### config.mk
export PLATFORM = sky130hd
export DESIGN_NAME = ip_codma_bus_arbiter
export DESIGN_NICKNAME = d
export VERILOG_FILES = /design/src/rtl/ip_codma_bus_arbiter.sv
export SDC_FILE = /design/constraint.sdc
export NUM_CORES = 1
export LEC_CHECK = 0
export ABC_AREA = 1
export CAP_MARGIN = 15
export CORE_AREA = 2 2 39 41
export CTS_BUF_LIST = sky130_fd_sc_hd__clkbuf_4 sky130_fd_sc_hd__clkbuf_8
export DETAILED_ROUTE_END_ITERATION = 8
export DIE_AREA = 0 0 41 43
export GPL_TIMING_DRIVEN = 0
export SLEW_MARGIN = 20
export SYNTH_ARGS = -nofsm -noshare
export SYNTH_HDL_FRONTEND = slang
export SYNTH_SLANG_ARGS = --single-unit
### constraint.sdc
create_clock -name clk_i -period 1.17 [get_ports clk_i]
set_clock_uncertainty 0.05 [all_clocks]
set_input_delay 0.2925 -clock clk_i [delete_from_list [all_inputs] [get_ports clk_i]]
set_output_delay 0.2925 -clock clk_i [all_outputs]
set_load 0.01 [all_outputs]
### src/rtl/ip_codma_bus_arbiter.sv
// ip_codma_bus_arbiter: fair one-owner arbiter for the shared codma memory bus, with a dead cycle between owners.
// Define CODMA_ARB_TIMEOUT_EN to revoke a grant held for TENURE_MAX cycles while the other engine waits.
module ip_codma_bus_arbiter #(
    parameter int TENURE_MAX = 64,
    parameter int CNT_W      = $clog2(TENURE_MAX + 1)
) (
    input  logic       clk_i,
    input  logic       reset_i,
    input  logic       rd_req_i,
    input  logic       rd_done_i,
    input  logic       wr_req_i,
    input  logic       wr_done_i,
    output logic       rd_gnt_o,
    output logic       wr_gnt_o,
    output logic [1:0] bus_owner_o,
    output logic       timeout_o
);
    typedef enum logic [1:0] {ARB_IDLE, ARB_RD, ARB_WR, ARB_GAP} arb_state_t;

    arb_state_t state, state_nxt;
    logic last_wr, last_wr_nxt;
    logic owned, own_done, own_req, revoke;

    assign owned    = (state == ARB_RD) || (state == ARB_WR);
    assign own_done = (state == ARB_RD) ? rd_done_i : wr_done_i;
    assign own_req  = (state == ARB_RD) ? rd_req_i : wr_req_i;

    always_ff @(posedge clk_i or posedge reset_i) begin
        if (reset_i) begin
            state   <= ARB_IDLE;
            last_wr <= 1'b1;
        end else begin
            state   <= state_nxt;
            last_wr <= last_wr_nxt;
        end
    end

    // On a tie, the engine that did not own the bus last goes first.
    always_comb begin
        state_nxt   = state;
        last_wr_nxt = last_wr;
        if (!owned)
            state_nxt = (rd_req_i && (!wr_req_i || last_wr)) ? ARB_RD :
                        wr_req_i ? ARB_WR : ARB_IDLE;
        else if (own_done || !own_req || revoke) begin
            state_nxt   = ARB_GAP;
            last_wr_nxt = (state == ARB_WR);
        end
    end

`ifdef CODMA_ARB_TIMEOUT_EN
    logic [CNT_W-1:0] cnt;
    logic other_req, entering;

    assign other_req = (state == ARB_RD) ? wr_req_i : rd_req_i;
    assign entering  = !owned && ((state_nxt == ARB_RD) || (state_nxt == ARB_WR));
    assign revoke    = owned && (cnt == CNT_W'(TENURE_MAX - 1)) && !own_done && other_req;

    always_ff @(posedge clk_i or posedge reset_i) begin
        if (reset_i) begin
            cnt       <= '0;
            timeout_o <= 1'b0;
        end else begin
            timeout_o <= revoke;
            if (entering)
                cnt <= '0;
            else if (owned && cnt != CNT_W'(TENURE_MAX))
                cnt <= cnt + 1'b1;
        end
    end
`else
    logic unused_cfg;

    assign unused_cfg = (TENURE_MAX > CNT_W);
    assign revoke     = 1'b0;
    assign timeout_o  = 1'b0;
`endif

    assign rd_gnt_o    = (state == ARB_RD);
    assign wr_gnt_o    = (state == ARB_WR);
    assign bus_owner_o = {wr_gnt_o, rd_gnt_o};
endmodule

; After elaboration in Yosys (flattened, before gate mapping)
; Index checks and enable logic that the tools add are counted.
[totals]
regBits = 3
in_bits = 6
out_inout_bits = 5
elab_cells = 18
[classes]
n_eq_ne = 3
n_mux = 6
n_reduce_logical = 7
[ops]
columns = op, n
row1 = $mux W2, 4
row2 = $logic_or A1 B1 Y1, 3
row3 = $eq A2 B1 Y1 const B, 1
row4 = $eq A2 B2 Y1 const B, 1
row5 = $logic_not A1 Y1, 2
row6 = $mux W1, 2
row7 = $ne A2 B1 Y1 const B, 1
row8 = $reduce_and A2 Y1, 1
row9 = $logic_and A1 B1 Y1, 1

; Logic depth before layout (Yosys ltp)
[depth]
depth_word = 6
ltp_mapped = 8

; Least setup slack after synthesis
; OpenSTA, ideal clock, no wires.
[synth_timing]
kind = register to register
startpoint = register state[0]
endpoint = register state[1]
setup_time_ns = 0.116
arrival_time_ns = 1.029
slack_ns = -0.025
path_stages_with_launch = 8
n_path_buf = 0
path_cell_list = dfrtp_1 > ha_1 > inv_1 > nand3_2 > nand2_2 > nand2_2 > nand2_1 > nand2_1
[synth_between]
elab_chain_cells = 5
word_cells_on_any_way = 9
classes_between = eq/ne (3) / mux (3) / reduce/logical (3)
[synth_lines]
columns = element, line_no
row1 = from (decl), 20  ; arb_state_t state, state_nxt;
row2 = from (signal assigned), 33  ; state <= state_nxt;
row3 = $eq A2 B1 Y1 *, --
row4 = named net rd_gnt_o, 13  ; output logic rd_gnt_o,
row5 = $mux W1, 26  ; assign own_req = (state == ARB_RD) ? rd_req_i : wr_req_i;
row6 = $logic_not A1 Y1, 45  ; else if (own_done || !own_req || revoke) begin
row7 = $logic_or A1 B1 Y1, 45
row8 = $ne A2 B1 Y1 (no line), --
; Mark *: on every way through the listed nets, which the timed path passes. The rest lies on a longest branch.
; A chain may end at the register's enable or synchronous reset.

; Worst setup path in the final report
[layout_timing]
startpoint = register state[1]
endpoint = output bus_owner_o[0]
[layout_between]
elab_chain_cells = 1
[layout_lines]
columns = element, line_no
row1 = $eq A2 B1 Y1, 79  ; assign rd_gnt_o = (state == ARB_RD);
row2 = to (decl), 15  ; output logic [1:0] bus_owner_o,
; No other way between the ends.

==> reports/metrics.sh <==
OUTCOME='finished with violations'
FAILED_CHECKS='setup timing'
WORSTHOLDPATHTYPE='input pin to async pin'
SINKS_ON_CLOCK_NET=3
SYN_AREA_PER_CELL_UM2=6.966
GROUTE.USAGE.OVERALL_PCT=7.452
YOSYS.AREA_SHARE.ADDER_PCT=9.709
POWER.LEAKAGE_nW=0.2458
SYNTH_AREA_LEADERS='dfrtp_1, nand2_1, inv_1'
CHAIN_OF_CELLS_FORMING_THE_CRITICAL_PATH='inv_2 -> ha_4 -> buf_4 -> buf_6'
DRCVIOLATIONCOUNT=0
SYNTH.LIB_CELLS_USED.DISTINCT=12
POWERDENSITY_mW_PER_MM2=2659
FMAX_MHz=678.9
POWER.NET_SWITCHING_uW=507.2
NUM_IO_PINS=11
CRIT_PATH_END_KIND='output pin'
WIRE_PER_INST_UM=8.551
MAPPED_NETS=45
DATA_ARRIVAL_TIME_OF_THE_WORST_PATH_NS=1.13
PATH_CLASS='register to output pin'
SYNTH_AREA_LEADER_CELL='dfrtp_1'
CPPEAKSTAGEDELAY_NS=0.42
MAXCAPVIOLCOUNT=0
WORST_REG_TO_REG_CELLS=9
POSTSYNTHREGISTERBITS=3
TIMING.CRITICAL_PATH.FANOUT_MAX=3
GRT_MAX_DEGREE=6
CLOCK-ROOT-BUFFER='clkbuf_4'
VIAS=273
PERIOD_SHARE_PCT=125.9
DPL_WORST_SLACK_NS=-0.4670
SETUP_SLACK_NS=-0.3029
YS_ASYNC_SR_FRACTION_PCT=100.0
SYNTH-MAIN-FF-CELL='dfrtp_1'
POST_SYNTH_MUX_AREA_SHARE_PCT=0
CRITPATHLAUNCHTYPE='register'
CTS_HOLD_BUF=0
FP.DIEW_UM=41
SYNTH.YOSYS.WARNINGS=0
COMBINATIONAL_FAMILY_WITH_THE_MOST_AREA_AFTER_SYNTHESIS='simple AND/OR/NAND/NOR gates'
SHARE_COMB_OF_TOTAL_POWER_PCT=67.7
REPORT.FINAL.SETUP_VIOL=7
CP_DATA_REQUIRED_TIME_NS=0.83
FP.DIEAREA_MM2=0.001763
POSTLAYOUTCOREUTIL_PCT=35.53
DRIVE_GT1_SHARE_PCT=49.06
CTS-HTREE-LEVELS=1
SYNTH-COMPOUND-AREA-SHARE_PCT=1.942
HOLD_VIOL=0
SYNTHESIZED_AREA_FRACTION_OCCUPIED_BY_AND_OR_NAND_NOR_CELLS_PCT=35.44
SYNTH_ENABLE_FLOP_CELLS=0
POST-DP-HPWL_UM=412.6
CLK_LATENCY_WORST_SKEW_PAIR_NS=0.23
NETSWITCHINGFRACTION_PCT=38.79
NUMBER_OF_SEARCH_AND_REPAIR_ITERATIONS_IN_THE_FIRST_DETAILED_ROUTING_PASS=1
CORE_REGION_AREA_MM2=0.001384
AREA.GROWTH.SYNTH_TO_FINAL_PCT=90.78
ANTENNA_FOUND_INITIAL=0
START_UTIL_PCT=18.63
SYNTH.CELL_AREA_UM2=257.7
SYNTH_CELLS=37
DIODES=0
NUM_ROWS=14
SYNTH_COMMON_CELLS='nand2_1, inv_1, buf_4, nand3_1'
VDD_DROP_MAX_mV=0.5816
YOSYSSEQAREASHARE_PCT=29.61
INTERNAL_POWER_SUMMED_OVER_ALL_CELLS_uW=800.5
RSZ0062_AT_GRT='yes'
CLK_PIN_SLEW_WORST_PATHS_NS=0.04
SYNTH_MOST_COMMON_CELL='nand2_1'
IO_BUFFERS=9
FINAL_MAX_SLEW_VIOLS=0
NUMCTSBUFFERS=3
SYNTH_XOR_XNOR_AREA_SHARE_PCT=0
CLOCK_POWER_SHARE_PCT=15.5
PWR-SHARE-SEQ_PCT=16.8
CTS_TREE='done'
SYNTH_LARGEST_TYPE_AREA_FRACTION_PCT=19.42
GP_CONGESTION=0.6218
FIN_HOLD_WS_NS=0.1738
POSTPLACECELLAREA_UM2=370.4
ROUTED_WIRE_LENGTH_UM=590
NETS=62
FINALINSTANCEAREA_UM2=491.7
FIRST_GLOBAL_VIAS=241
POST_LAYOUT_NONFILLER_INSTANCES=69
DRT.ANTENNA.VIOLATING_NETS=0
FIRST_ITER_VIOLATIONS=0
DIE_HEIGHT_UM=43
DPL.CELL_COUNT=62
VIAS_PER_CELL=3.957
FIRST_PASS_GRT_WIRE_LENGTH_UM=890
GR-TOTAL-OVERFLOW=0
FINALWORSTPATHREQUIREDPERIOD_NS=1.473
CRIT_SLOWEST_CELL='dfrtp_1'
CTS_BUFFER_DEPTH=2
==> per-stage QoR <==
step / setup TNS [ns] / total power, mW
after detailed placement: -2.146 / 0.7898
after CTS: -1.054 / 1.047
final: -1.351 / 1.308
after global placement: -2.058 / 0.7770
after global routing: -1.737 / 1.425
after floorplan: 0 / 0.5808
==> logic make-up after synthesis <==
logic type / count (synthesis)
AO/OA/AOI/OAI: 1
AND/OR/NAND/NOR: 18
other: 1
buffers and inverters: 12
adder cells (fa/ha/maj): 2
flip-flops: 3
==> critical path, delay by kind of cell (launching register included) <==
kind,cells,cell delay [ns]
DFF,1,0.42
buffers and inverters,3,0.31
adders and majority gates,1,0.17
==> path summary, 6_finish.rpt <==
| check | from | endpoint | slack, ns |
|---|---|---|---|
| worst max-delay path | state[1]$_DFFE_PP0P_ | bus_owner_o[0] | -0.30 |
| worst min-delay path | reset_i | state[1]$_DFFE_PP0P_ | 0.17 |
| worst max register to register | state[1]$_DFFE_PP0P_ | state[0]$_DFFE_PP0P_ | -0.15 |
| worst min register to register | last_wr$_DFFE_PP1P_ | last_wr$_DFFE_PP1P_ | 0.41 |
| max in group asynchronous | reset_i | last_wr$_DFFE_PP1P_ | 0.69 |
| min in group clk_i | last_wr$_DFFE_PP1P_ | last_wr$_DFFE_PP1P_ | 0.41 |
==> registers in the layout, indices dropped and copies added, names as in the netlist <==
name / flops
state: 2
last_wr: 1
==> cells in the final DEF (no fill, tap or decap) <==
master	instances
nand2_1	10
buf_6	7
inv_1	5
clkdlybuf4s50_1	5
clkbuf_4	4
buf_4	3
inv_4	2
nand3_4	2
nand3_1	2
inv_2	2
ha_4	2
dfrtp_1	2
nand3_2	1
nand4_1	1
nand2_4	1
nand2_2	1
o21ai_0	1
conb_1	1
dfstp_2	1
==> power groups by stage <==
stage	Sequential [mW]	Clock (mW)	Combinational [mW]
after global placement	0.204	0	0.573
after global routing	0.225	0.228	0.972
after floorplan	0.191	0	0.390
after CTS	0.212	0.210	0.625
after detailed placement	0.205	0	0.585
final	0.220	0.202	0.886
==> timing repair <==
action,CTS,global route
buffers inserted,0,3
setup endpoints to repair,7,7
pin swaps,1,5
resized for setup,23,13
==> routing by layer <==
layer | track usage (%) | routed length (µm) | up-vias | part of all wire, %
met1 | 7.792 | 204 | 129 | 35
met2 | 11.88 | 367 | 4 | 62
met3 | 3.141 | 18 | 0 | 3.1
li1 | - | - | 140 | -
met4 | 4.000 | 0 | 0 | 0
met5 | 0 | 0 | - | 0
==> layout make-up <==
class	count	area [µm²]
Multi-Input combinational cell	22	175.2
Clock buffer	4	30.03
Tap cell	16	20.02
Timing Repair Buffer	12	125.1
Inverter	9	38.79
Buffer	3	26.28
Sequential cell	3	76.32
Fill cell	153	892.1
Note: power is estimated with default switching activity, not from simulation.
